$ cat config.mk
export PLATFORM = sky130hd
export DESIGN_NAME = rx_command_dispatcher_flat
export DESIGN_NICKNAME = d
export VERILOG_FILES = /design/src/rtl/rx_command_dispatcher_if.sv /design/src/rtl/rx_command_dispatcher.sv /design/src/flat_wrapper.sv
export SDC_FILE = /design/constraint.sdc
export NUM_CORES = 2
export LEC_CHECK = 0
export ABC_AREA = 1
export ABC_CLOCK_PERIOD_IN_PS = 1700
export BUFFER_PORTS_ARGS = -buffer_cell sky130_fd_sc_hd__buf_4
export CAP_MARGIN = 10
export CORE_AREA = 2 2 532 534
export DETAILED_ROUTE_END_ITERATION = 12
export DIE_AREA = 0 0 534 536
export GPL_ROUTABILITY_DRIVEN = 0
export SYNTH_ARGS = -nofsm -noshare
export SYNTH_HDL_FRONTEND = slang
export SYNTH_SLANG_ARGS = --single-unit
$ cat constraint.sdc
create_clock -name clk_in -period 1.7 [get_ports clk_in]
set_input_delay 0.085 -clock clk_in [delete_from_list [all_inputs] [get_ports clk_in]]
set_output_delay 0.085 -clock clk_in [all_outputs]
set_load 0.02 [all_outputs]
$ cat src/rtl/rx_command_dispatcher_if.sv
// Receive-side message bus and crypto-core data bus of the command dispatcher.
// Both channels use valid/ready: a transfer happens on a rising clock edge where valid and
// ready are both high; once raised, valid and its payload hold steady until that edge.
interface rx_command_dispatcher_if #(
   parameter int MESSAGE_SIZE = 512,
   parameter int HEADER_SIZE  = 32
);
   logic                    in_valid_in;
   logic                    in_ready_out;
   logic [MESSAGE_SIZE-1:0] in_message_in;
   logic [HEADER_SIZE-1:0]  in_header_in;

   logic                    data_valid_out;
   logic                    data_ready_in;
   logic [MESSAGE_SIZE-1:0] data_out;
   logic                    data_encrypt_out;
   logic [15:0]             data_seq_out;

   modport slave (
      input  in_valid_in, in_message_in, in_header_in, data_ready_in,
      output in_ready_out, data_valid_out, data_out, data_encrypt_out, data_seq_out
   );

   modport master (
      output in_valid_in, in_message_in, in_header_in, data_ready_in,
      input  in_ready_out, data_valid_out, data_out, data_encrypt_out, data_seq_out
   );
endinterface

$ cat src/rtl/rx_command_dispatcher.sv
// Routes received messages by header opcode: key loads, one-entry data block register, drops.
// Optional sequence checking is enabled by defining RX_DISPATCHER_SEQ_CHECK_EN.
module rx_command_dispatcher #(
   parameter int MESSAGE_SIZE = 512,
   parameter int HEADER_SIZE  = 32,
   parameter int KEY_SIZE     = 256
) (
   input  logic                clk_in,
   input  logic                rst_in,
   rx_command_dispatcher_if.slave bus,
   output logic [KEY_SIZE-1:0] key_out,
   output logic                key_valid_out,
   output logic                key_loaded_out,
   output logic [7:0]          drop_count_out,
   output logic [7:0]          seq_err_count_out,
   output logic                state_dbg
);

   typedef enum logic {
      IDLE = 1'b0,
      HOLD = 1'b1
   } state_t;

   localparam logic [1:0] OP_DATA_DEC = 2'b00;
   localparam logic [1:0] OP_DATA_ENC = 2'b01;
   localparam logic [1:0] OP_KEY_LOAD = 2'b10;
   localparam logic [1:0] OP_RESERVED = 2'b11;

   state_t      state;
   state_t      state_next;

   logic [1:0]  hdr_opcode;
   logic [1:0]  hdr_flow;
   logic [15:0] hdr_seq;
   logic        accept;
   logic        drop;
   logic        take_msg;
   logic        load_key;
   logic        load_data;
   logic        handshake;
   logic        unused_hdr_bits;

   assign hdr_opcode      = bus.in_header_in[1:0];
   assign hdr_flow        = bus.in_header_in[15:14];
   assign hdr_seq         = bus.in_header_in[31:16];
   assign unused_hdr_bits = ^bus.in_header_in[13:2];

   assign state_dbg = state;

   always_ff @(posedge clk_in) begin
      if (rst_in) begin
         state <= IDLE;
      end else begin
         state <= state_next;
      end
   end

   always_comb begin
      state_next       = state;
      bus.in_ready_out = 1'b0;
      accept           = 1'b0;
      drop             = 1'b0;
      take_msg         = 1'b0;
      load_key         = 1'b0;
      load_data        = 1'b0;
      handshake        = 1'b0;

      case (state)
         IDLE: begin
            bus.in_ready_out = 1'b1;
            accept           = bus.in_valid_in;
            // Data needs a key first; flow-control bits must never arrive from the host.
            drop = accept &&
                   ((hdr_opcode == OP_RESERVED) || (hdr_flow != 2'b00) ||
                    (((hdr_opcode == OP_DATA_DEC) || (hdr_opcode == OP_DATA_ENC)) &&
                     !key_loaded_out));
            take_msg  = accept && !drop;
            load_key  = take_msg && (hdr_opcode == OP_KEY_LOAD);
            load_data = take_msg && ((hdr_opcode == OP_DATA_DEC) || (hdr_opcode == OP_DATA_ENC));
            if (load_data) begin
               state_next = HOLD;
            end
         end
         HOLD: begin
            handshake = bus.data_ready_in;
            if (handshake) begin
               state_next = IDLE;
            end
         end
         default: begin
            state_next = IDLE;
         end
      endcase
   end

   always_ff @(posedge clk_in) begin
      if (rst_in) begin
         key_out        <= '0;
         key_valid_out  <= 1'b0;
         key_loaded_out <= 1'b0;
      end else begin
         key_valid_out <= load_key;
         if (load_key) begin
            key_out        <= bus.in_message_in[KEY_SIZE-1:0];
            key_loaded_out <= 1'b1;
         end
      end
   end

   always_ff @(posedge clk_in) begin
      if (rst_in) begin
         bus.data_valid_out   <= 1'b0;
         bus.data_out         <= '0;
         bus.data_encrypt_out <= 1'b0;
         bus.data_seq_out     <= '0;
      end else if (load_data) begin
         bus.data_valid_out   <= 1'b1;
         bus.data_out         <= bus.in_message_in;
         bus.data_encrypt_out <= hdr_opcode[0];
         bus.data_seq_out     <= hdr_seq;
      end else if (handshake) begin
         bus.data_valid_out <= 1'b0;
      end
   end

   always_ff @(posedge clk_in) begin
      if (rst_in) begin
         drop_count_out <= '0;
      end else if (drop && (drop_count_out != 8'hFF)) begin
         drop_count_out <= drop_count_out + 8'd1;
      end
   end

`ifdef RX_DISPATCHER_SEQ_CHECK_EN
   logic [15:0] expected_seq;
   logic [7:0]  seq_err_count;

   // Dropped messages never advance the expected sequence number.
   always_ff @(posedge clk_in) begin
      if (rst_in) begin
         expected_seq  <= '0;
         seq_err_count <= '0;
      end else if (take_msg) begin
         if ((hdr_seq != expected_seq) && (seq_err_count != 8'hFF)) begin
            seq_err_count <= seq_err_count + 8'd1;
         end
         expected_seq <= hdr_seq + 16'd1;
      end
   end

   assign seq_err_count_out = seq_err_count;
`else
   assign seq_err_count_out = 8'd0;
`endif

endmodule

$ cat src/flat_wrapper.sv
// flat-port wrapper written by rule: the top's interface ports become plain ports
module rx_command_dispatcher_flat 
#(
   parameter int MESSAGE_SIZE = 512,
   parameter int HEADER_SIZE  = 32,
   parameter int KEY_SIZE     = 256
)
  (clk_in, rst_in, key_out, key_valid_out, key_loaded_out, drop_count_out, seq_err_count_out, state_dbg, bus_in_valid_in, bus_in_message_in, bus_in_header_in, bus_data_ready_in, bus_in_ready_out, bus_data_valid_out, bus_data_out, bus_data_encrypt_out, bus_data_seq_out);
  rx_command_dispatcher_if #(.MESSAGE_SIZE(MESSAGE_SIZE), .HEADER_SIZE(HEADER_SIZE)) bus_i ();
  input  logic clk_in;
  input  logic rst_in;
  output logic [KEY_SIZE-1:0] key_out;
  output logic key_valid_out;
  output logic key_loaded_out;
  output logic [7:0] drop_count_out;
  output logic [7:0] seq_err_count_out;
  output logic state_dbg;
  input wire logic [$bits(bus_i.in_valid_in)-1:0] bus_in_valid_in;
  input wire logic [$bits(bus_i.in_message_in)-1:0] bus_in_message_in;
  input wire logic [$bits(bus_i.in_header_in)-1:0] bus_in_header_in;
  input wire logic [$bits(bus_i.data_ready_in)-1:0] bus_data_ready_in;
  output wire logic [$bits(bus_i.in_ready_out)-1:0] bus_in_ready_out;
  output wire logic [$bits(bus_i.data_valid_out)-1:0] bus_data_valid_out;
  output wire logic [$bits(bus_i.data_out)-1:0] bus_data_out;
  output wire logic [$bits(bus_i.data_encrypt_out)-1:0] bus_data_encrypt_out;
  output wire logic [$bits(bus_i.data_seq_out)-1:0] bus_data_seq_out;
  assign bus_i.in_valid_in = bus_in_valid_in;
  assign bus_i.in_message_in = bus_in_message_in;
  assign bus_i.in_header_in = bus_in_header_in;
  assign bus_i.data_ready_in = bus_data_ready_in;
  assign bus_in_ready_out = bus_i.in_ready_out;
  assign bus_data_valid_out = bus_i.data_valid_out;
  assign bus_data_out = bus_i.data_out;
  assign bus_data_encrypt_out = bus_i.data_encrypt_out;
  assign bus_data_seq_out = bus_i.data_seq_out;
  rx_command_dispatcher #(.MESSAGE_SIZE(MESSAGE_SIZE), .HEADER_SIZE(HEADER_SIZE), .KEY_SIZE(KEY_SIZE)) u_core (.clk_in(clk_in), .rst_in(rst_in), .bus(bus_i), .key_out(key_out), .key_valid_out(key_valid_out), .key_loaded_out(key_loaded_out), .drop_count_out(drop_count_out), .seq_err_count_out(seq_err_count_out), .state_dbg(state_dbg));
endmodule
Word-level counts from Yosys, hierarchy flattened
Cells that the tools add are included.

word-level totals
  register bits = 797
  bits of input ports = 548
  output and inout port bits = 806
  word-level logic and storage cells = 39

cells by class
  $add $sub $neg = 1
  equality and inequality tests = 4
  mux-type cells = 10
  bitwise operators = 1
  reductions and logical operators = 14

operators by type and width
  kind                                                  count
  2-to-1 mux 1 bit                                      9
  adder 8 x 1 -> 8 bit (second input constant)          1
  inequality test 8 bit (second input constant)         1
  logical AND 1 bit                                     6
  equality test 2 bit (second input constant)           2
  nonzero test 2 bit                                    2
  logical OR 1 bit                                      3
  equality test 2 x 1 -> 1 bit (second input constant)  1
  logical NOT 1 bit                                     2
  logical NOT 2 bit                                     1
  case mux 1 bit (2 select lines)                       1
  inverter 1 bit                                        1

Depth between registers and ports, before layout
  depth after elaboration = 10
  gate-level depth with buffers = 8
  gate-level depth less buffers = 8

Worst setup path after synthesis
No wires, ideal clock.

  kind = register to register
  from = register u_core.state (netlist: u_core.state_dbg)
  to = register u_core.key_out[100]
  library setup time = 128 ps
  arrival time = 1354 ps
  required time = 1572 ps
  path slack = 217 ps
  cell stages (with the launch flop) = 6
  path buffers = 2
  period minus slack after synthesis = 1483 ps
  cells stage by stage = dfxtp_1 > nor2_4 > nand3_2 > clkbuf_1 > clkbuf_1 > a21oi_1

on the way
  cells in the longest elaborated chain, start to end = 1

ends and longest elaborated chain
  item                    RTL line                      RTL
  from (decl)             rx_command_dispatcher.sv:29   state_t state;
  from (signal assigned)  rx_command_dispatcher.sv:54   state <= state_next;
  2-to-1 mux 1 bit        rx_command_dispatcher.sv:68   case (state)
  to (signal assigned)    rx_command_dispatcher.sv:104  key_out <= bus.in_message_in[KEY_SIZE-1:0];
  to (decl)               rx_command_dispatcher.sv:11   output logic [KEY_SIZE-1:0] key_out,

No other way between the ends.
A chain may end at the register's enable or synchronous reset.

Final worst setup path
  from = register u_core.state (netlist: u_core.state_dbg)
  to = register u_core.key_out[141]

The elaborated chain is that of the path after synthesis.

==> summary.txt <==
Outcome
  – Outcome: finished, violations left
  – Failing checks: negative setup slack

Floorplan
  – Placeable Area: 280800 um2
  – I/O pins: about 1.4k
  – Die area: 286200 um2
  – Initial Util: 10.07%
  – Die width: 534 um
  – Die Y: around 540 um
  – Rows: 195

STA
  – # setup viols final: 41
  – Final period util: 104.7%
  – Final min period: 1.780 ns
  – Clk_skew: approximately 0.07 ns
  – Setup TNS: -1.078 ns
  – Slew of the pin with the lowest slew margin: 0.5448 ns
  – FMAX: 0.5619 GHz
  – Slew Limit Fails: 0
  – RSZ-0062 raised after global routing: yes
  – Rel. slew slack: approximately 64%
  – Final Hold Viols: 0
  – Fin worst setup slack: -0.07975 ns

Global route
  – GRT Overall Usage: 12.86%
  – Vias in the first global route: around 30k
  – Largest net degree at the start of global routing: 89
  – Overflow left after global routing: 0
  – Initial antenna violation count: 141
  – First-pass GRT wire length: 252.0 mm

Worst setup path
  – Worst reg-to-reg setup slack: -0.08 ns
  – Critical path's slowest cell: dfxtp_2
  – CP Max Fanout: 46
  – CP arrival: 2.46 ns
  – Reg2Reg Launch Point: u_core.state_dbg
  – Setup crit end kind: register
  – Crit path max-delay family: buffers and inverters
  – CP Cell Sequence: nor2_4 -> nand3_4 -> buf_16 -> clkbuf_16 -> o21ai_2 -> a21oi_1
  – CP Buf/Inv Count: 2
  – Critical path class: reg -> reg
  – Crit start category: register
  – Peak per-stage delay on the critical path: 0.33 ns
  – Reg2reg end: u_core.key_out[141]
  – Worst Reg2Reg Path Length in Cells: 6
  – WP data required: ~2.4 ns

Drt
  – Routed Antenna Nets: 0
  – Via Count: 31.79k
  – Drt first pass iters: 8
  – Initial DRC Count: 2029
  – Mean routed wirelength per cell: 21.41 um
  – Via-to-Cell Ratio: around 3.4
  – Post-route DRC: 0
  – Total Wirelength: 199.2 mm

Clock network
  – CTS Buf Count: 101
  – H-tree depth: 3
  – Worst-path clk slew: 0.06 ns
  – CTS tree: built
  – Clk sinks: 797
  – Clock root buffer: clkbuf_16
  – Worst-Skew Late Latency: 0.82 ns
  – Clk buf depth: 4

Yosys
  – Cells after synthesis: around 3.5k
  – Syn Area/Cell: 8.063 um2
  – Synth Area in Compound Gates: 28.03%
  – Simple logic cell fraction of the synthesized area: less than 1%
  – Synth unique cells: 20
  – Largest cells by area after synthesis: dfxtp_1, a21oi_1, o21ai_0, inv_1, clkbuf_1
  – Sequential element share of the synthesized area: 56.41%
  – #FFs+latches synth: 797
  – Mapped cell area: about 28000 um2
  – Area leader, netlist: dfxtp_1
  – Largest family of logic cells by synthesized area: compound AO/OA/AOI/OAI gates
  – Post-Synth XOR/XNOR Area: 0.06193%
  – Mux contribution to synthesized area: 0%
  – Synth warnings: 0
  – Adder-cell share of the synthesized area: less than 1%
  – Synth top area share: 56.41%

Worst hold path
  – Hold path endpoint: u_core.key_out[153]
  – Hold path depth: 4
  – Min-delay worst type: in -> reg
  – HP Start: bus_in_message_in[153]

Power and ir drop
  – LEAKAGE: approximately 21 nW
  – P_int: roughly 34 mW
  – Combinational power share: 10.0%
  – Peak supply drop: 705.9 uV
  – Flop pwr share: 41.6%
  – Switching power: 11.57 mW
  – Share of power burned in the clock network: 48.4%
  – Net Sw Frac: 25.39%
  – Power per cell area: about 850 nW/um2

Placement
  – Pre-CTS WS: -0.1402 ns
  – Port bufs: 1333
  – Dpl hpwl: 160.2 mm

Layout
  – Share of cells above drive strength 1: 31.28%
  – Layout net count: around 6k
  – Final Core Density: between 10% and 20%
  – Layout area overhead: 89.01%

Run
  – Max cap viols: 0
registers in the layout, summed over array words and instances (netlist names):
signal and count:
u_core.bus.data_encrypt_out 1, u_core.bus.data_seq_out 16, u_core.bus.data_valid_out 1, u_core.key_valid_out 1, u_core.key_loaded_out 1, u_core.bus.data_out 512
u_core.key_out 256, u_core.drop_count_out 8, u_core.state_dbg 1
synth_stat cells:
master	number
inv_1	799
dfxtp_1	797
a21oi_1	796
o21ai_0	683
clkbuf_1	190
o21ai_1	105
buf_2	70
nand2_1	36
nor2_1	9
buf_4	8
nand3_1	5
xor2_1	2
buf_1	1
conb_1	1
ha_1	1
nand3_2	1
nand4_1	1
nand4_2	1
nor2_2	1
nor2_4	1
cells by family (layout without fill, tap and decap cells):
logic type	after synthesis	in the layout
AO/OA/AOI/OAI	1584	1584
XOR/XNOR	2	2
adder cells (fa/ha/maj)	1	1
buffers and inverters	1068	3055
flip-flops	797	797
other	1	67
AND/OR/NAND/NOR	55	55
through the flow:
step           instances  instance area [um2]  total power, mW  hold WS (ns)
6_report            9304                53460            45.57       0.09923
3_5_place_dp        8481                43520            22.46        0.3566
4_1_cts             9223                52510            46.27      0.001310
2_1_floorplan       3515                28310            20.36        0.1541
5_1_grt             9266                53360            47.20       0.06762
3_3_place_gp        8481                43520            22.45        0.3466
per-layer routing:
layer,GRT usage [%],up-vias,wire length (um)
met5,0,-,483
met4,5.414,72,9367
met3,6.854,387,25670
met2,20.70,1496,89480
met1,14.03,14650,74220
li1,-,15180,-
final cells by class:
type	count	area (um2)
fill	31140	227400
timing repair buffer	2079	17940
sequential	797	15960
multi-input combinational	1650	8403
tap	3743	4683
inverter	799	3007
clock buffer	140	2844
clock inverter	37	471.7
antenna	59	147.6
how the worst max path moves through the flow:
stage / startpoint / depth (start not counted) / endpoint
finish: u_core.state_dbg / 6 / u_core.key_out[141]
global route: u_core.state_dbg / 6 / u_core.key_out[108]
CTS: u_core.bus.data_out[39] / 1 / bus_data_out[39]
detailed placement: bus_in_header_in[15] / 8 / u_core.key_out[253]
global placement: bus_in_header_in[15] / 8 / u_core.key_out[253]
floorplan: u_core.state_dbg / 5 / u_core.key_out[100]
worst min-delay path, stage by stage:
cell           delay, ns
dlygate4sd3_1       0.52
buf_4               0.10
o21ai_1             0.05
a21oi_1             0.09
cells in the final DEF, fill, tap and decap left out, types with 10 or more instances in the layout:
master and count:
inv_1 797, o21ai_2 38, clkinv_2 10, dfxtp_1 796, buf_4 1443, dlygate4sd3_1 562, a21oi_1 793, clkbuf_8 17
o21ai_0 491, o21ai_1 259, buf_6 14, diode_2 59, clkbuf_16 117, clkbuf_1 22, buf_12 31, nand2_1 36
power groups by stage:
stage	registers (mW)	clock network [mW]	logic, mW
4_1_cts	19.0	22.8	4.49
6_report	19.0	22.0	4.57
3_3_place_gp	19.4	0	3.09
5_1_grt	19.0	23.3	4.90
2_1_floorplan	19.6	0	0.803
3_5_place_dp	19.4	0	3.09
repair_timing:
action	4_1_cts	5_1_grt
gates cloned	1	17
setup endpoints to repair	110	282
hold buffers	562	0
buffers inserted	2	5
pin swaps	1	1
gates resized for setup	13	268
endpoints found under the hold margin	797	0
Power figures use the tool's default switching activity.
